### src/rtl/elevator_pkg.sv
// Shared definitions for the elevator call scheduler and the Controller bench:
// floor geometry, scheduler state encodings and dwell-counter sizing.
package elevator_pkg;

  localparam int FLOOR_W      = 5;
  localparam int NUM_FLOORS   = 15;
  localparam int DWELL_CYCLES = 4;

  typedef enum logic [1:0] {
    ST_IDLE  = 2'b00,
    ST_UP    = 2'b01,
    ST_DOWN  = 2'b10,
    ST_DWELL = 2'b11
  } sched_state_t;

  // Counter holds DWELL_CYCLES-1 down to 0.
  function automatic int dwell_cnt_w(input int cycles);
    return (cycles <= 2) ? 1 : $clog2(cycles);
  endfunction

endpackage

### src/rtl/floor_search.sv
// Combinational nearest-call search: lowest pending floor above the car and
// highest pending floor below it. The car's own floor is excluded from both.
module floor_search
  import elevator_pkg::*;
#(
  parameter int NUM_FLOORS = elevator_pkg::NUM_FLOORS,
  parameter int FLOOR_W    = elevator_pkg::FLOOR_W
) (
  input  logic [NUM_FLOORS-1:0] pending,
  input  logic [FLOOR_W-1:0]    current_floor,
  output logic                  above_valid,
  output logic [FLOOR_W-1:0]    above_floor,
  output logic                  below_valid,
  output logic [FLOOR_W-1:0]    below_floor
);

  always_comb begin
    above_valid = 1'b0;
    above_floor = '0;
    below_valid = 1'b0;
    below_floor = '0;
    // Descending scan leaves the lowest qualifying floor in above_floor.
    for (int i = NUM_FLOORS - 1; i >= 0; i--) begin
      if (pending[i] && (FLOOR_W'(i) > current_floor)) begin
        above_valid = 1'b1;
        above_floor = FLOOR_W'(i);
      end
    end
    for (int i = 0; i < NUM_FLOORS; i++) begin
      if (pending[i] && (FLOOR_W'(i) < current_floor)) begin
        below_valid = 1'b1;
        below_floor = FLOOR_W'(i);
      end
    end
  end

endmodule

### src/rtl/floor_request_scheduler.sv
// Call register plus SCAN scheduler feeding the elevator Controller's target.
//   state | meaning
//   IDLE  | nothing in progress, target tracks the car
//   UP    | heading to the nearest pending floor above the car
//   DOWN  | heading to the nearest pending floor below the car
//   DWELL | doors open at a served floor, target held
module floor_request_scheduler
  import elevator_pkg::*;
#(
  parameter int NUM_FLOORS   = elevator_pkg::NUM_FLOORS,
  parameter int FLOOR_W      = elevator_pkg::FLOOR_W,
  parameter int DWELL_CYCLES = elevator_pkg::DWELL_CYCLES
) (
  input  logic                  clk,
  input  logic                  reset,
  input  logic                  call_valid,
  input  logic [FLOOR_W-1:0]    call_floor,
  input  logic [FLOOR_W-1:0]    current_floor,
  input  logic                  arrived,
  output logic [FLOOR_W-1:0]    requested_floor,
  output logic [NUM_FLOORS-1:0] pending,
  output logic                  served_valid,
  output logic [FLOOR_W-1:0]    served_floor,
  output logic                  call_reject,
  output logic [1:0]            sched_state
);

  localparam int CNT_W = dwell_cnt_w(DWELL_CYCLES);
  localparam logic [CNT_W-1:0] CNT_RELOAD = CNT_W'(DWELL_CYCLES - 1);

  sched_state_t state_q, state_d;
  sched_state_t dir_q, dir_d;
  logic [NUM_FLOORS-1:0] pending_q, pending_d;
  logic [FLOOR_W-1:0]    req_q, req_d;
  logic [FLOOR_W-1:0]    served_floor_q, served_floor_d;
  logic                  served_q, served_d;
  logic                  reject_q, reject_d;
  logic [CNT_W-1:0]      cnt_q, cnt_d;

  logic                  above_valid, below_valid;
  logic [FLOOR_W-1:0]    above_floor, below_floor;
  logic [NUM_FLOORS-1:0] call_mask, cur_mask, clear_mask;
  logic                  call_in_range, cur_pend, hit, tie_up;
  logic                  absorb, retarget, retarget_up;

  // Out-of-range floors map to an empty mask, so no index can overrun.
  function automatic logic [NUM_FLOORS-1:0] floor_mask(input logic [FLOOR_W-1:0] f);
    floor_mask = '0;
    for (int i = 0; i < NUM_FLOORS; i++) begin
      if (f == FLOOR_W'(i)) floor_mask[i] = 1'b1;
    end
  endfunction

  floor_search #(
    .NUM_FLOORS (NUM_FLOORS),
    .FLOOR_W    (FLOOR_W)
  ) u_search (
    .pending       (pending_q),
    .current_floor (current_floor),
    .above_valid   (above_valid),
    .above_floor   (above_floor),
    .below_valid   (below_valid),
    .below_floor   (below_floor)
  );

  assign call_in_range = (call_floor < FLOOR_W'(NUM_FLOORS));
  assign call_mask     = call_valid ? floor_mask(call_floor) : '0;
  assign cur_mask      = floor_mask(current_floor);
  assign cur_pend      = |(pending_q & cur_mask);
  assign hit           = arrived && (current_floor == req_q) && cur_pend;
  // Equal distance resolves upward.
  assign tie_up = above_valid &&
                  (!below_valid ||
                   ((above_floor - current_floor) <= (current_floor - below_floor)));

  always_comb begin
    state_d        = state_q;
    dir_d          = dir_q;
    req_d          = req_q;
    cnt_d          = cnt_q;
    served_d       = 1'b0;
    served_floor_d = served_floor_q;
    reject_d       = call_valid && !call_in_range;
    clear_mask     = '0;
    absorb         = 1'b0;
    retarget       = 1'b0;
    retarget_up    = 1'b0;

    case (state_q)
      ST_IDLE: begin
        req_d = current_floor;
        if (cur_pend) begin
          clear_mask     = cur_mask;
          served_d       = 1'b1;
          served_floor_d = current_floor;
          cnt_d          = CNT_RELOAD;
          dir_d          = ST_IDLE;
          state_d        = ST_DWELL;
        end else begin
          retarget    = 1'b1;
          retarget_up = tie_up;
        end
      end
      ST_UP, ST_DOWN: begin
        if (hit) begin
          clear_mask     = cur_mask;
          served_d       = 1'b1;
          served_floor_d = current_floor;
          cnt_d          = CNT_RELOAD;
          dir_d          = state_q;
          state_d        = ST_DWELL;
        end else if (!(cur_pend && (req_q == current_floor))) begin
          // Car parked on its target but not yet arrived: keep waiting.
          retarget    = 1'b1;
          retarget_up = (state_q == ST_UP) ? above_valid : !below_valid;
        end
      end
      default: begin
        absorb = call_valid && (call_floor == req_q);
        if (absorb) begin
          cnt_d = CNT_RELOAD;
        end else if (cnt_q != '0) begin
          cnt_d = cnt_q - 1'b1;
        end else begin
          retarget = 1'b1;
          case (dir_q)
            ST_UP:   retarget_up = above_valid;
            ST_DOWN: retarget_up = !below_valid;
            default: retarget_up = tie_up;
          endcase
        end
      end
    endcase

    if (retarget) begin
      if (above_valid && retarget_up) begin
        state_d = ST_UP;
        req_d   = above_floor;
      end else if (below_valid) begin
        state_d = ST_DOWN;
        req_d   = below_floor;
      end else if (above_valid) begin
        state_d = ST_UP;
        req_d   = above_floor;
      end else begin
        state_d = ST_IDLE;
        req_d   = current_floor;
      end
    end

    // A clear on the same edge as a press for that floor wins.
    pending_d = (pending_q | (absorb ? '0 : call_mask)) & ~clear_mask;
  end

  always_ff @(posedge clk or negedge reset) begin
    if (!reset) begin
      state_q        <= ST_IDLE;
      dir_q          <= ST_IDLE;
      pending_q      <= '0;
      req_q          <= '0;
      served_q       <= 1'b0;
      served_floor_q <= '0;
      reject_q       <= 1'b0;
      cnt_q          <= '0;
    end else begin
      state_q        <= state_d;
      dir_q          <= dir_d;
      pending_q      <= pending_d;
      req_q          <= req_d;
      served_q       <= served_d;
      served_floor_q <= served_floor_d;
      reject_q       <= reject_d;
      cnt_q          <= cnt_d;
    end
  end

  assign requested_floor = req_q;
  assign pending         = pending_q;
  assign served_valid    = served_q;
  assign served_floor    = served_floor_q;
  assign call_reject     = reject_q;
  assign sched_state     = state_q;

endmodule

### config.mk
export PLATFORM = sky130hd
export DESIGN_NAME = floor_request_scheduler
export DESIGN_NICKNAME = d
export VERILOG_FILES = /design/src/rtl/elevator_pkg.sv /design/src/rtl/floor_search.sv /design/src/rtl/floor_request_scheduler.sv
export SDC_FILE = /design/constraint.sdc
export NUM_CORES = 1
export LEC_CHECK = 0
export ABC_AREA = 0
export BUFFER_PORTS_ARGS = -buffer_cell sky130_fd_sc_hd__buf_2
export CORE_MARGIN = 2
export CORE_UTILIZATION = 59
export DETAILED_ROUTE_END_ITERATION = 16
export PLACE_DENSITY = 0.81
export SYNTH_ARGS = -nofsm -noshare
export SYNTH_HDL_FRONTEND = slang
export SYNTH_HIERARCHICAL = 1
export SYNTH_SLANG_ARGS = --single-unit
### constraint.sdc
create_clock -name clk -period 5.55 [get_ports clk]
set_input_delay 1.665 -clock clk [delete_from_list [all_inputs] [get_ports clk]]
set_output_delay 1.665 -clock clk [all_outputs]
set_load 0.01 [all_outputs]
==> summary.txt <==
Final setup margin -> 94.0 ps
Area share of and/or/nand/nor cells after synthesis -> 0.205
Largest net degree at the start of global routing -> 34
Worst IR drop on VDD -> 291 uV
Maxcap violations -> 0
Die width -> 79.1 um
CP Max Fanout -> 5
Critical R2R Launch -> pending[4]
Critical path class -> in -> reg
Worst-skew pair later-pin latency -> 280 ps
CTS tree -> yes
Netlist Area Pre-Place -> 0.00332 sq mm
F_max -> 183 MHz
# IOs -> 43
Starting density of the core -> 0.607
Net Sw Power -> 0.553 mW
Grt total ovfl -> 0
DIE AREA -> 0.00625 sq mm
Initial antenna violation count -> 0
Area leader, netlist -> dfrtp_1
Worst Setup End Kind -> flop
Post-synthesis cell count -> 408
Setup TNS -> 0 ps
FP Rows -> 27
Fill count -> 416
CP arrival -> 5600 ps
Commonest non-fill, non-tap cell in the layout -> a21oi_1
Residual DRC -> 0
Via density -> 6.39
Core ar. -> 0.00547 sq mm
First-pass GRT wire length -> 16000 um
Fin util -> 0.744
Clock slew at reported path FFs -> 70 ps
Final hold violation count -> 0
Max_slew headroom -> 0.520
Cell Pwr Density -> 322 mW/mm^2
Clock Skews -> 6.76 ps
Dpl cells -> 545
DRT iter0 DRCs -> 333
Post-DP HPWL -> 7410 um
CP startpoint kind -> input port
Mux cell area share after synthesis -> 0.0670
Leak pwr -> 1.92 nW
Switching Share -> 0.422
Combinational Power Share -> 0.557
Ys flop type -> dfrtp_1
Via Count -> 3548
DRT antenna net count -> 0
Worst Tran Pin Value -> 721 ps
Non-filler cells, final -> 555
Adder-cell share of the synthesized area -> 0.0873
Yosys warning count -> 6
Status -> completed
Avg Cell Area, Syn -> 8.15 sq um
TritonCTS Buffers -> 5
Die H -> 79.1 um
Setup violators final -> 0
Root buf cell -> clkbuf_8
Bufs on Longest Clock Path -> 2
Sequential element share of the synthesized area -> 0.248
Total GRT Usage -> 0.324
Htree depth -> 2
Largest family of logic cells by synthesized area -> compound AO/OA/AOI/OAI gates
Placer congestion estimate -> 0.945
Number of global-route vias before repair -> 3333
Int Power -> 0.756 mW
Sequential Power Share -> 0.302
HP Class -> reg -> reg
Port-buffer cells -> 42
Cell variety after synth -> 73
Minimum clock period -> 5460 ps
Top cell type's share of synthesized area -> 0.248
Share of layout cells above drive strength 1 -> 0.294
DP Area -> 0.00385 sq mm
Number of diodes -> 0
Async S/R FF share, synth -> 1.00
Area grow syn2layout -> 22.5%
TritonRoute pass-1 iters -> 8
CTS Sinks -> 33
Slew Limit Fails -> 0
Drt total wl -> 10000 um
Number of synthesized register bits -> 33
Synth Area in Compound Gates -> 0.276
Synth Area in XOR/XNOR -> 0.0474
Hold_sp -> served_floor[1]
Place WS -> -408 ps
Fin nets -> 519
Period Utilization, post-route -> 0.983
Hold_buf cts -> 0
Launch point of the worst path -> current_floor[3]
Post-synth EDFFs -> 0
Fin area -> 0.00407 sq mm
Highest-count cells in the layout ignoring fill and taps -> a21oi_1, buf_4, buf_2
Clock Power Share -> 0.141
Top post-synthesis cells by area -> dfrtp_1, ha_1, a21oi_1, nor2_1, mux2i_1
Critical Path RT -> 5700 ps
Drt wl/cell -> 18.1 um
worst max-delay path: stages:
cell	delay, ps
buf_2	130
or3_4	420
o21ai_4	190
nor3b_4	210
o2111ai_1	140
nand2_1	140
ha_1	170
inv_1	60
fa_2	340
a21o_1	170
a21oi_2	160
xnor2_2	140
ha_1	260
and4_1	160
a21oi_1	140
a221oi_1	100
and2_1	180
o41ai_4	360
buf_6	180
mux2i_1	190
a21oi_1	90
power by group through the flow:
stage                     Combinational [mW]  Sequential (mW)  Clock [mW]
final                                  0.730            0.396       0.184
after detailed placement               0.685            0.394           0
after global routing                   0.800            0.405       0.194
after floorplan                        0.425            0.393           0
after CTS                              0.692            0.392       0.184
after global placement                 0.661            0.393           0
metal layers:
layer | vias up | share of wire | wire [um] | global-route usage
li1 | 1624 | - | - | -
met1 | 1708 | 0.41 | 4150 | 0.428
met2 | 189 | 0.49 | 4880 | 0.536
met3 | 27 | 0.081 | 810 | 0.0534
met4 | 0 | 0.021 | 208 | 0.119
met5 | - | 0 | 0 | 0
cell families after synthesis:
group,after synthesis
AOI/OAI and AO/OA,133
xor gates and xnor gates,18
adders and majority gates,22
buffers and inverters,50
DFF,33
muxes,20
other,1
and+or+nand+nor,131
state kept, by name, indices dropped and copies added (netlist names):
name,count
sched_state,2
call_reject,1
pending,15
dir_q,2
served_floor,5
served_valid,1
requested_floor,5
cnt_q,2
layout make-up:
class | count | area [sq um] | share of cell area
Inverter | 27 | 101 | 0.0249
Timing Repair Buffer | 90 | 586 | 0.144
Tap cell | 72 | 90.1 | 0.0221
Sequential cell | 33 | 826 | 0.203
Clock buffer | 7 | 86.3 | 0.0212
Multi-Input combinational cell | 326 | 2380 | 0.585
Yosys cell counts, types with 6 or more instances:
library cell	number
buf_2	7
inv_1	27
xor2_1	10
nor3_1	8
nand2b_1	9
a21oi_1	49
clkbuf_1	10
o21ai_0	12
nor2_1	38
a31oi_1	13
and2_1	6
a21o_1	6
nand3_1	13
nand2_1	22
xnor2_1	8
mux2i_1	11
ha_1	20
dfrtp_1	33
timing repair:
action	4_1_cts	5_1_grt
endpoints found under the hold margin	0	0
gates cloned	0	1
pin swaps	1	14
buffers inserted	1	1
gates resized for setup	3	29
setup endpoints to repair	7	7
metrics by stage:
stage	hold slack, ps	total power [mW]
5_1_grt	499	1.40
3_5_place_dp	474	1.08
6_report	491	1.31
2_1_floorplan	485	0.818
3_3_place_gp	472	1.05
4_1_cts	491	1.27
final timing paths:
path	to	slack [ps]	cells past startpoint
hold / removal	served_floor[1]	490	1
hold reg to reg	served_floor[1]	490	1
max in group asynchronous	dir_q[0]	3650	1
min in group asynchronous	pending[3]	1430	1
setup reg to reg	requested_floor[4]	1380	20
setup / recovery	requested_floor[4]	90	21
Power figures use the tool's default switching activity.
